==> config.mk <==
export PLATFORM = sky130hd
export DESIGN_NAME = io_uart
export DESIGN_NICKNAME = d
export VERILOG_FILES = /design/src/rtl/pdua_io_pkg.sv /design/src/rtl/io_fifo.sv /design/src/rtl/io_uart.sv
export SDC_FILE = /design/constraint.sdc
export NUM_CORES = 1
export LEC_CHECK = 0
export ABC_AREA = 1
export BUFFER_PORTS_ARGS = -buffer_cell sky130_fd_sc_hd__buf_2
export CORE_MARGIN = 2
export CORE_UTILIZATION = 45
export CTS_CLUSTER_SIZE = 10
export DETAILED_ROUTE_END_ITERATION = 10
export MAX_ROUTING_LAYER = met4
export PLACE_DENSITY_LB_ADDON = 0.15
export SLEW_MARGIN = 10
export SYNTH_ARGS = -nofsm -noshare
export SYNTH_HDL_FRONTEND = slang
export SYNTH_HIERARCHICAL = 1
export SYNTH_SLANG_ARGS = --single-unit
==> constraint.sdc <==
create_clock -name clk -period 2.4 [get_ports clk]
set_input_delay 0.24 -clock clk [delete_from_list [all_inputs] [get_ports clk]]
set_output_delay 0.24 -clock clk [all_outputs]
set_load 0.02 [all_outputs]
==> src/rtl/pdua_io_pkg.sv <==
// Shared definitions for the peripheral-port UART: register offsets, STATUS
// bit positions, TX/RX state encodings and the default baud divisor.
package pdua_io_pkg;

  localparam logic [1:0] OFF_TXDATA = 2'd0;
  localparam logic [1:0] OFF_STATUS = 2'd1;
  localparam logic [1:0] OFF_RXDATA = 2'd2;
  localparam logic [1:0] OFF_BAUD   = 2'd3;

  localparam int unsigned ST_TX_FULL  = 0;
  localparam int unsigned ST_TX_EMPTY = 1;
  localparam int unsigned ST_TX_BUSY  = 2;
  localparam int unsigned ST_RX_VALID = 3;
  localparam int unsigned ST_RX_OVR   = 4;

  localparam logic [7:0] DIV_RESET_DEFAULT = 8'd15;

  typedef enum logic [1:0] {TxIdle, TxStart, TxData, TxStop} tx_state_e;
  typedef enum logic [1:0] {RxIdle, RxStart, RxData, RxStop} rx_state_e;

  // Half of one bit period, (div+1)>>1, computed without overflow at div=255.
  function automatic logic [7:0] half_period(input logic [7:0] div);
    logic [8:0] period;
    period = {1'b0, div} + 9'd1;
    return period[8:1];
  endfunction

endpackage

==> src/rtl/io_fifo.sv <==
// Synchronous FIFO with extra pointer MSB for full/empty distinction.
// A pop on a full FIFO frees the slot for a push in the same cycle.
module io_fifo #(
  parameter int unsigned DATA_WIDTH = 8,
  parameter int unsigned DEPTH      = 4
) (
  input  logic                  clk,
  input  logic                  rst,
  input  logic                  push,
  input  logic [DATA_WIDTH-1:0] wdata,
  input  logic                  pop,
  output logic [DATA_WIDTH-1:0] rdata,
  output logic                  full,
  output logic                  empty
);

  localparam int unsigned AW = $clog2(DEPTH);

  logic [DATA_WIDTH-1:0] mem [DEPTH];
  logic [AW:0]           wr_ptr;
  logic [AW:0]           rd_ptr;
  logic                  do_push;
  logic                  do_pop;

  assign empty   = (wr_ptr == rd_ptr);
  assign full    = (wr_ptr[AW] != rd_ptr[AW]) && (wr_ptr[AW-1:0] == rd_ptr[AW-1:0]);
  assign do_pop  = pop & ~empty;
  assign do_push = push & (~full | do_pop);
  assign rdata   = mem[rd_ptr[AW-1:0]];

  // Pointer update; contents are discarded on reset by clearing both pointers.
  always_ff @(posedge clk or negedge rst) begin
    if (!rst) begin
      wr_ptr <= '0;
      rd_ptr <= '0;
    end else begin
      if (do_push) wr_ptr <= wr_ptr + {{AW{1'b0}}, 1'b1};
      if (do_pop)  rd_ptr <= rd_ptr + {{AW{1'b0}}, 1'b1};
    end
  end

  // Storage write.
  always_ff @(posedge clk) begin
    if (do_push) mem[wr_ptr[AW-1:0]] <= wdata;
  end

endmodule

==> src/rtl/io_uart.sv <==
// Memory-mapped 8N1 UART on the peripheral port with a TX FIFO.
// Define UART_RX_EN to build the receive path; otherwise RX reads as zero.
module io_uart
  import pdua_io_pkg::*;
#(
  parameter logic [7:0]  BASE_ADDR  = 8'hF0,
  parameter int unsigned FIFO_DEPTH = 4,
  parameter logic [7:0]  DIV_RESET  = DIV_RESET_DEFAULT
) (
  input  logic       clk,
  input  logic       rst,
  input  logic [7:0] addr_bus_pr,
  input  logic [7:0] wr_data_pr,
  input  logic       wr_rdn_pr,
  output logic [7:0] rd_data_pr,
  input  logic       uart_rx,
  output logic       uart_tx
);

  logic       hit;
  logic [1:0] off;
  logic       we;
  logic       we_q;
  logic       wr_stb;
  logic [7:0] baud_div;
  logic       fifo_push;
  logic       fifo_pop;
  logic       fifo_full;
  logic       fifo_empty;
  logic [7:0] fifo_rdata;
  tx_state_e  tx_state;
  logic [7:0] tx_cnt;
  logic [2:0] tx_bit;
  logic [7:0] tx_sh;
  logic       tx_bit_end;
  logic [7:0] rx_data;
  logic       rx_valid;
  logic       rx_ovr;
  logic [7:0] status;

  assign hit    = (addr_bus_pr[7:2] == BASE_ADDR[7:2]);
  assign off    = addr_bus_pr[1:0];
  assign we     = wr_rdn_pr & hit;
  // Only the first cycle of a multi-cycle write acts.
  assign wr_stb = we & ~we_q;

  // Write-edge history and the baud divisor register.
  always_ff @(posedge clk or negedge rst) begin
    if (!rst) begin
      we_q     <= 1'b0;
      baud_div <= DIV_RESET;
    end else begin
      we_q <= we;
      if (wr_stb && off == OFF_BAUD) baud_div <= wr_data_pr;
    end
  end

  assign fifo_push  = wr_stb && (off == OFF_TXDATA);
  assign tx_bit_end = (tx_cnt == 8'd0);
  assign fifo_pop   = ~fifo_empty && ((tx_state == TxIdle) || (tx_state == TxStop && tx_bit_end));

  io_fifo #(
    .DATA_WIDTH (8),
    .DEPTH      (FIFO_DEPTH)
  ) u_tx_fifo (
    .clk   (clk),
    .rst   (rst),
    .push  (fifo_push),
    .wdata (wr_data_pr),
    .pop   (fifo_pop),
    .rdata (fifo_rdata),
    .full  (fifo_full),
    .empty (fifo_empty)
  );

  // TX framing FSM; the divisor is reloaded at each bit start, so a new
  // BAUD_DIV value is picked up at the next bit boundary.
  always_ff @(posedge clk or negedge rst) begin
    if (!rst) begin
      tx_state <= TxIdle;
      tx_cnt   <= 8'd0;
      tx_bit   <= 3'd0;
      tx_sh    <= 8'd0;
      uart_tx  <= 1'b1;
    end else begin
      unique case (tx_state)
        TxIdle: begin
          if (!fifo_empty) begin
            tx_sh    <= fifo_rdata;
            tx_cnt   <= baud_div;
            uart_tx  <= 1'b0;
            tx_state <= TxStart;
          end
        end
        TxStart: begin
          if (tx_bit_end) begin
            uart_tx  <= tx_sh[0];
            tx_sh    <= {1'b0, tx_sh[7:1]};
            tx_bit   <= 3'd0;
            tx_cnt   <= baud_div;
            tx_state <= TxData;
          end else begin
            tx_cnt <= tx_cnt - 8'd1;
          end
        end
        TxData: begin
          if (tx_bit_end) begin
            tx_cnt <= baud_div;
            if (tx_bit == 3'd7) begin
              uart_tx  <= 1'b1;
              tx_state <= TxStop;
            end else begin
              uart_tx <= tx_sh[0];
              tx_sh   <= {1'b0, tx_sh[7:1]};
              tx_bit  <= tx_bit + 3'd1;
            end
          end else begin
            tx_cnt <= tx_cnt - 8'd1;
          end
        end
        TxStop: begin
          if (tx_bit_end) begin
            if (!fifo_empty) begin
              // Back-to-back frame, no idle gap.
              tx_sh    <= fifo_rdata;
              tx_cnt   <= baud_div;
              uart_tx  <= 1'b0;
              tx_state <= TxStart;
            end else begin
              tx_state <= TxIdle;
            end
          end else begin
            tx_cnt <= tx_cnt - 8'd1;
          end
        end
      endcase
    end
  end

`ifdef UART_RX_EN
  logic       rx_s1;
  logic       rx_s2;
  logic       rx_prev;
  rx_state_e  rx_state;
  logic [7:0] rx_cnt;
  logic [2:0] rx_bit;
  logic [7:0] rx_sh;
  logic [7:0] rx_half;
  logic       clr_valid;
  logic       clr_ovr;

  assign rx_half   = half_period(baud_div);
  assign clr_valid = wr_stb && (off == OFF_STATUS) && wr_data_pr[ST_RX_VALID];
  assign clr_ovr   = wr_stb && (off == OFF_STATUS) && wr_data_pr[ST_RX_OVR];

  // Two-flop synchroniser plus one history flop for falling-edge detect.
  always_ff @(posedge clk or negedge rst) begin
    if (!rst) begin
      rx_s1   <= 1'b1;
      rx_s2   <= 1'b1;
      rx_prev <= 1'b1;
    end else begin
      rx_s1   <= uart_rx;
      rx_s2   <= rx_s1;
      rx_prev <= rx_s2;
    end
  end

  // RX framing FSM and holding register; a new byte beats a same-cycle W1C.
  always_ff @(posedge clk or negedge rst) begin
    if (!rst) begin
      rx_state <= RxIdle;
      rx_cnt   <= 8'd0;
      rx_bit   <= 3'd0;
      rx_sh    <= 8'd0;
      rx_data  <= 8'd0;
      rx_valid <= 1'b0;
      rx_ovr   <= 1'b0;
    end else begin
      if (clr_valid) rx_valid <= 1'b0;
      if (clr_ovr)   rx_ovr   <= 1'b0;
      unique case (rx_state)
        RxIdle: begin
          if (rx_prev && !rx_s2) begin
            // With a one-cycle bit the edge sample already is mid-start.
            if (rx_half == 8'd0) begin
              rx_cnt   <= baud_div;
              rx_bit   <= 3'd0;
              rx_state <= RxData;
            end else begin
              rx_cnt   <= rx_half - 8'd1;
              rx_state <= RxStart;
            end
          end
        end
        RxStart: begin
          if (rx_cnt == 8'd0) begin
            if (!rx_s2) begin
              rx_cnt   <= baud_div;
              rx_bit   <= 3'd0;
              rx_state <= RxData;
            end else begin
              rx_state <= RxIdle;
            end
          end else begin
            rx_cnt <= rx_cnt - 8'd1;
          end
        end
        RxData: begin
          if (rx_cnt == 8'd0) begin
            rx_sh  <= {rx_s2, rx_sh[7:1]};
            rx_cnt <= baud_div;
            if (rx_bit == 3'd7) rx_state <= RxStop;
            else                rx_bit   <= rx_bit + 3'd1;
          end else begin
            rx_cnt <= rx_cnt - 8'd1;
          end
        end
        RxStop: begin
          if (rx_cnt == 8'd0) begin
            // Framing error drops the byte silently.
            if (rx_s2) begin
              rx_data  <= rx_sh;
              rx_valid <= 1'b1;
              if (rx_valid) rx_ovr <= 1'b1;
            end
            rx_state <= RxIdle;
          end else begin
            rx_cnt <= rx_cnt - 8'd1;
          end
        end
      endcase
    end
  end
`else
  logic unused_rx;
  assign unused_rx = uart_rx;
  assign rx_data   = 8'd0;
  assign rx_valid  = 1'b0;
  assign rx_ovr    = 1'b0;
`endif

  assign status = {3'b000, rx_ovr, rx_valid, (tx_state != TxIdle), fifo_empty, fifo_full};

  // Read mux; write-only and out-of-window addresses read zero.
  always_comb begin
    rd_data_pr = 8'd0;
    if (hit) begin
      case (off)
        OFF_STATUS: rd_data_pr = status;
        OFF_RXDATA: rd_data_pr = rx_data;
        OFF_BAUD:   rd_data_pr = baud_div;
        default:    rd_data_pr = 8'd0;
      endcase
    end
  end

endmodule

# --- Word-level counts from Yosys, hierarchy flattened ---
# Memory sizes are Yosys's and may differ from the RTL's.
# Index checks and enable logic that the tools add are counted.
word_totals:
  reg_bits: 37
  mem_bits_rw: 32
  input_bits: 20
  output_inout_bits: 9
  elab_cells: 85
  mem_count: 1
classes:
  n_addsub: 4
  n_eq_ne: 16
  mux: 31
  bitwise_logic: 8
  n_reduce_logical: 16
memory_table:
  columns: ["name", "depth", "word_bits", "rd", "rd_clocked_by_memory_dff", "wr", "line_no", "source"]
  rows:
  - ["u_tx_fifo.mem", 4, 8, 1, 0, 1, "io_fifo.sv:19", "logic [DATA_WIDTH-1:0] mem [DEPTH];"]
op_table:
  columns: ["operator", "count"]
  rows:
  - ["$mux 8", 9]
  - ["$pmux 8 s4", 1]
  - ["$pmux 8 s3", 1]
  - ["$pmux 8 s2", 1]
  - ["$ne 2x2->1 const B", 6]
  - ["$mux 2", 5]
  - ["$add 3x1->3 const B", 3]
  - ["$mux 3", 3]
  - ["$logic_not 8->1", 1]
  - ["$mux 1", 8]
  - ["$pmux 2 s4", 1]
  - ["$reduce_and 4->1", 2]
  - ["$sub 8x1->8 const B", 1]
  - ["$eq 2x2->1 const B", 3]
  - ["$eq 6x6->1 const B", 1]
  - ["$pmux 3 s2", 1]
  - ["$logic_and 1x1->1", 5]
  - ["$reduce_and 5->1", 1]
  - ["$and 1x1->1", 4]
  - ["$eq 2x1->1 const B", 2]
  - ["$logic_not 2->1", 2]
  - ["$pmux 1 s4", 1]
  - ["$reduce_bool 2->1", 2]
  - ["$eq 3x3->1", 1]
  - ["8 further kinds", 10]

# --- Longest topological paths before layout ---
depth:
  depth_word: 9
  mapped_depth: 14
  ltp_nobuf: 13

# --- Modules after synthesis ---
# The synthesis kept the hierarchy.
modules_own_cells:
  columns: ["mod", "n_inst", "cells_each", "area_per_inst_um2", "seq_area_each_um2"]
  rows:
  - ["io_uart", 1, 266, 2068.2, 782.0]
  - ["io_fifo", 1, 137, 1625.3, 1111.1]

# --- Worst setup path before layout ---
# OpenSTA, ideal clock, no wires.
synth_timing:
  path_type: "register to register"
  start: "reg u_tx_fifo.rd_ptr[1]"
  end: "mem u_tx_fifo.mem[0][0], enable pin"
  setup_time_ps: 371
  arrival_time_ps: 2180
  required_ps: 2029
  path_slack_ps: -151
  path_stages_with_launch: 13
  n_path_buf: 3
  synth_period_minus_slack_ps: 2551
  path_cell_list: "dfrtp_1 -> buf_4 -> nand2_1 -> nand2_1 -> nand3_1 -> inv_1 -> buf_2 -> clkbuf_1 -> a21oi_1 -> inv_1 -> nand4_2 -> nand2_2 -> nor2_1"
synth_via:
  elab_chain_len: 8
  elab_cells_between_ends: 11
  cone_classes: "eq/ne (2); mux (2); bitwise (5); reduce/logical (2)"
synth_lines:
  columns: ["element", "line_no", "source"]
  rows:
  - ["from (decl)", "io_fifo.sv:21", "logic [AW:0] rd_ptr;"]
  - ["from (signal assigned)", "io_fifo.sv:38", "if (do_pop) rd_ptr <= rd_ptr + {{AW{1'b0}}, 1'b1};"]
  - ["$eq 3x3->1", "io_fifo.sv:25", "assign empty = (wr_ptr == rd_ptr);"]
  - ["named net fifo_empty", "io_uart.sv:29", "logic fifo_empty;"]
  - ["$not 1->1", "io_uart.sv:60", "assign fifo_pop = ~fifo_empty && ((tx_state == TxIdle) || (tx_state == TxStop && tx_bit_end));"]
  - ["$logic_and 1x1->1", "io_uart.sv:60", null]
  - ["named net fifo_pop", "io_uart.sv:27", "logic fifo_pop;"]
  - ["$and 1x1->1", "io_fifo.sv:27", "assign do_pop = pop & ~empty;"]
  - ["$or 1x1->1", "io_fifo.sv:28", "assign do_push = push & (~full | do_pop);"]
  - ["$and 1x1->1", "io_fifo.sv:28", null]
  - ["$mux 1", "io_fifo.sv:44", "if (do_push) mem[wr_ptr[AW-1:0]] <= wdata;"]
  - ["$mux 1 (not written as such)", "io_fifo.sv:44", null]
  - ["to (decl)", "io_fifo.sv:19", null]
# The timed path passes the listed nets, and every way through them passes these cells.

# --- Worst setup path after layout ---
layout_timing:
  start: "reg u_tx_fifo.wr_ptr[0]"
  end: "out rd_data_pr[1]"
layout_via:
  elab_chain_len: 3
layout_lines:
  columns: ["element", "line_no", "source"]
  rows:
  - ["from (decl)", "io_fifo.sv:20", "logic [AW:0] wr_ptr;"]
  - ["from (signal assigned)", "io_fifo.sv:37", "if (do_push) wr_ptr <= wr_ptr + {{AW{1'b0}}, 1'b1};"]
  - ["$eq 3x3->1", "io_fifo.sv:25", null]
  - ["named net fifo_empty", "io_uart.sv:29", null]
  - ["$pmux 8 s2", "io_uart.sv:249", "case (off)"]
  - ["$mux 8", "io_uart.sv:248", "if (hit) begin"]
  - ["to (decl)", "io_uart.sv:15", "output logic [7:0] rd_data_pr,"]
# The timed path passes the listed nets, and every way through them passes these cells.

==> results.txt <==
The number of cells on the worst reg-to-reg path is 11. In the synthesized netlist, the number of instances is 403. The maximum frequency from static timing analysis is 443 MHz. The post-route netlist has 22.6% of its cells at a drive strength greater than 1. The area share of xor/xnor cells in the synthesized design came out at 1.63%. The height of the chip came out at 94.6 um. The starting DRC count in detailed routing came out at 101.

The sequential group share of total power is between 30% and 40%. Among all stages on the critical path, the largest delay is contributed by dfrtp_2. The number of max-slew violations in the final report came out at 0. The worst setup path is launched from a flop.

The share of the synthesized area in compound gates (AO/OA/AOI/OAI) came out at 10.7%. STA classifies the critical path endpoint as an output pin. The worst path arrival time is just over 2000 ps.

The worst register-to-register path ends at u_tx_fifo/mem[3][7]$_DFFE_PP_. Before CTS, the worst setup slack after placement is 177 ps. In this design, the stage delay of the slowest critical-path cell is 460 ps. The worst-case headroom to the max-slew limit is 42.1%.

The average routed wire per standard cell came out at 14.1 um. The adder-cell share of the synthesized area came out at 4.74%. For this run, the post-layout net count is 476. The slew at the pin closest to its max-slew limit came out at 869 ps. The power density over cell area came out at 1120 mW/mm^2.

The insertion delay to the later sink of the worst-skew pair is 340 ps. Of the total power, the share spent switching nets is 43.8%. Tracing the worst setup path back leads to its startpoint at u_tx_fifo/wr_ptr[0]$_DFFE_PN0P_. The analysis attributes to cell leakage a power of approximately 0.002 uW. By area, the combinational part of the netlist is dominated by simple AND/OR/NAND/NOR gates.

The clock-pin slew of the registers on the worst-case setup and hold paths is 90 ps. 29 I/O pins were placed. The net switching component of the power came out at 2050 uW. TritonCTS built the clock tree. The mean cell area of the mapped netlist is 9.17 um^2. The number of nets still failing antenna checks after routing came out at 0. The maximum number of buffers from clock root to sink came out at 2. Leaving out fill and tap cells, the most frequent cell in the layout is nand2_1.

The worst setup path is of the reg -> out kind. The required time at the endpoint of the critical path came out at 2160 ps. The synthesis warning total came out at 6. The via count of the first global-routing pass is 2688. In this run the standard cell core region covers just over 0.008 mm^2. The netlist area before placement is 0.00369 mm^2. The overall fraction of global-route tracks in use is 19.7%.

The via density per instance came out at 5.02. The total number of placement rows came out at 33. The detailed-route via count is 2772. After detailed routing, the number of remaining DRC violations is 0. The combinational share of power came out at 46.4%. The number of hold violations in the final report came out at 0. The global-route wire length before repair is ~13000 um. In this run the worst path has a maximum fanout of 19. On the critical path the largest part of the delay comes from buffers and inverters. The number of iterations in the first detailed-routing pass came out at 4. The worst voltage drop across the vdd grid is 0.510 mV. The die covers 0.00895 mm^2. Input and output buffers added on the ports amount to 27. The final sum of negative setup slack is 0 ps.

The most numerous cell type found on the critical path is inv_1. Setup repair after global routing left no endpoint under its margin. The width of the die is 94.6 um. The proportion of power drawn by the clock network is 19.7%. The total clock buffers created by CTS came out at 9. The worst path buffer plus inverter count came out at 5.

The total setup violations reported at the end of the flow came out at 0. In the layout the commonest cells are nand2_1, inv_1, nor2_1. The area fraction in and, or, nand and nor cells after synthesis is 23.1%. At the end of routability-driven placement, the weighted congestion stood at 0.826. The clock root buffer is clkbuf_8. The number of antenna diodes came out at 0.

The critical path goes through xnor2_2 > nand3_2 > inv_2 > buf_12 > inv_1 > o22ai_1 > inv_1 > nor2_1 > buf_2. The flow ran to the end, and the final reports show no timing, DRC or antenna violations. The total congestion overflow after global routing is 0. The mux contribution to synthesized area came out at 1.90%.

The number of storage elements in the synthesis netlist came out at between 60 and 70. The initial antenna violation count came out at 0. Counting every net in the synthesized netlist gives 437. The initial standard-cell utilization of the core came out at 45.6%. The total routed wirelength is a little under 8000 um. The sum of net half-perimeters after detailed placement came out at 5490 um. After synthesis, flip-flops and latches occupy just over 50% of the total area. Internal power comes to 2630 uW. The setup slack of the critical path after layout is roughly 140 ps. The area added between synthesis and finish is 13.3%. The type of the worst min-delay path is in -> async. The launching point of the worst reg2reg path is tx_cnt[1]$_DFF_PN0_.

The number of distinct library cell variants in the gate-level netlist after synthesis is 34. The maximum level of the CTS H-tree is 3. The clock sink count came out at 69. The shortest period the worst path allows came out at 2260 ps. Max-cap violations in this run came to 0.

Entering global routing, the biggest net connects 38 pins. The worst clock skew is 5.64 ps. In the finished design, the share of the clock period the worst path needs comes to 94.1%. In this run, post-CTS hold repair placed 0 buffers. The slack of the worst reg-to-reg path is about 250 ps.
[logic make-up (layout without fill, tap and decap cells)]
| kind of cell | Yosys count | after routing |
|---|---|---|
| and+or+nand+nor | 184 | 184 |
| adders and majority gates | 14 | 14 |
| muxes | 7 | 7 |
| buffers and inverters | 56 | 100 |
| AOI/OAI and AO/OA | 67 | 67 |
| DFF | 69 | 69 |
| xor gates and xnor gates | 6 | 6 |
[flip-flops by register name (all words and copies together), names as in the netlist]
signal            count
baud_div              8
tx_bit                3
tx_state              2
u_tx_fifo/wr_ptr      3
tx_cnt                8
tx_sh                 8
we_q                  1
uart_tx               1
u_tx_fifo/rd_ptr      3
u_tx_fifo/mem        32
[cells in the mapped netlist, drive strengths merged]
master | number | share of area (%)
o21ai | 45 | 6.9
mux2i | 7 | 1.9
nor3 | 5 | 0.68
a21oi | 5 | 0.68
xor2 | 5 | 1.2
nor3b | 1 | 0.20
o211ai | 7 | 1.4
o22ai | 10 | 1.7
nor2 | 40 | 5.6
or2 | 2 | 0.34
dfstp | 5 | 3.6
ha | 14 | 4.7
nand3 | 19 | 2.9
inv | 45 | 4.6
dfrtp | 32 | 22
nand4 | 2 | 0.51
xnor2 | 1 | 0.44
nand2 | 115 | 13
clkinv | 1 | 0.10
edfxtp | 32 | 26
clkbuf | 1 | 0.10
buf | 9 | 1.9
[worst max-delay path by stage]
| stage | to | slack, ps | cells past startpoint |
|---|---|---|---|
| 2_1_floorplan | u_tx_fifo/mem[0][0]$_DFFE_PP_ | -150 | 12 |
| 3_3_place_gp | u_tx_fifo/mem[3][1]$_DFFE_PP_ | 210 | 11 |
| 3_5_place_dp | u_tx_fifo/mem[3][5]$_DFFE_PP_ | 180 | 11 |
| 4_1_cts | rd_data_pr[1] | 30 | 9 |
| 5_1_grt | rd_data_pr[1] | 4 | 12 |
| 6_report | rd_data_pr[1] | 140 | 9 |
[power by group through the flow]
stage          Combinational (uW)  Sequential [uW]  Clock, uW
2_1_floorplan                1770             1570          0
3_3_place_gp                 2080             1600          0
3_5_place_dp                 2140             1610          0
4_1_cts                      2160             1580        944
5_1_grt                      2460             1610        993
6_report                     2170             1580        921
[layer usage]
metal	routed length, um	GRT usage (%)
met5	0	-
met4	131	7.73
met3	211	3.03
met2	3770	31.1
met1	3680	25.8
[through the flow]
| stage | instance area, um^2 | hold slack, ps | cells | util (%) | total power (uW) |
|---|---|---|---|---|---|
| 5_1_grt | 4180 | 82.3 | 552 | 51.7 | 5070 |
| 3_3_place_gp | 3970 | 404 | 536 | 49.1 | 3680 |
| 3_5_place_dp | 3970 | 420 | 536 | 49.1 | 3750 |
| 4_1_cts | 4170 | 34.0 | 552 | 51.5 | 4690 |
| 6_report | 4180 | 3.27 | 552 | 51.7 | 4680 |
| 2_1_floorplan | 3690 | -55.6 | 403 | - | 3340 |
[cell type report]
cell class / instances / area [um^2]
fillers: 788 / 3910
flip-flops and latches: 69 / 1900
multi-input cells: 278 / 1570
repair buffers: 38 / 230
inverters: 46 / 173
well taps: 105 / 131
clock buffers: 9 / 124
clock inverters: 7 / 62.6
[timing repair]
item,CTS,global route
pin swaps,0,1
gates resized for setup,2,10
setup endpoints to repair,1,33
setup buffers,0,0
Power figures use the tool's default switching activity.
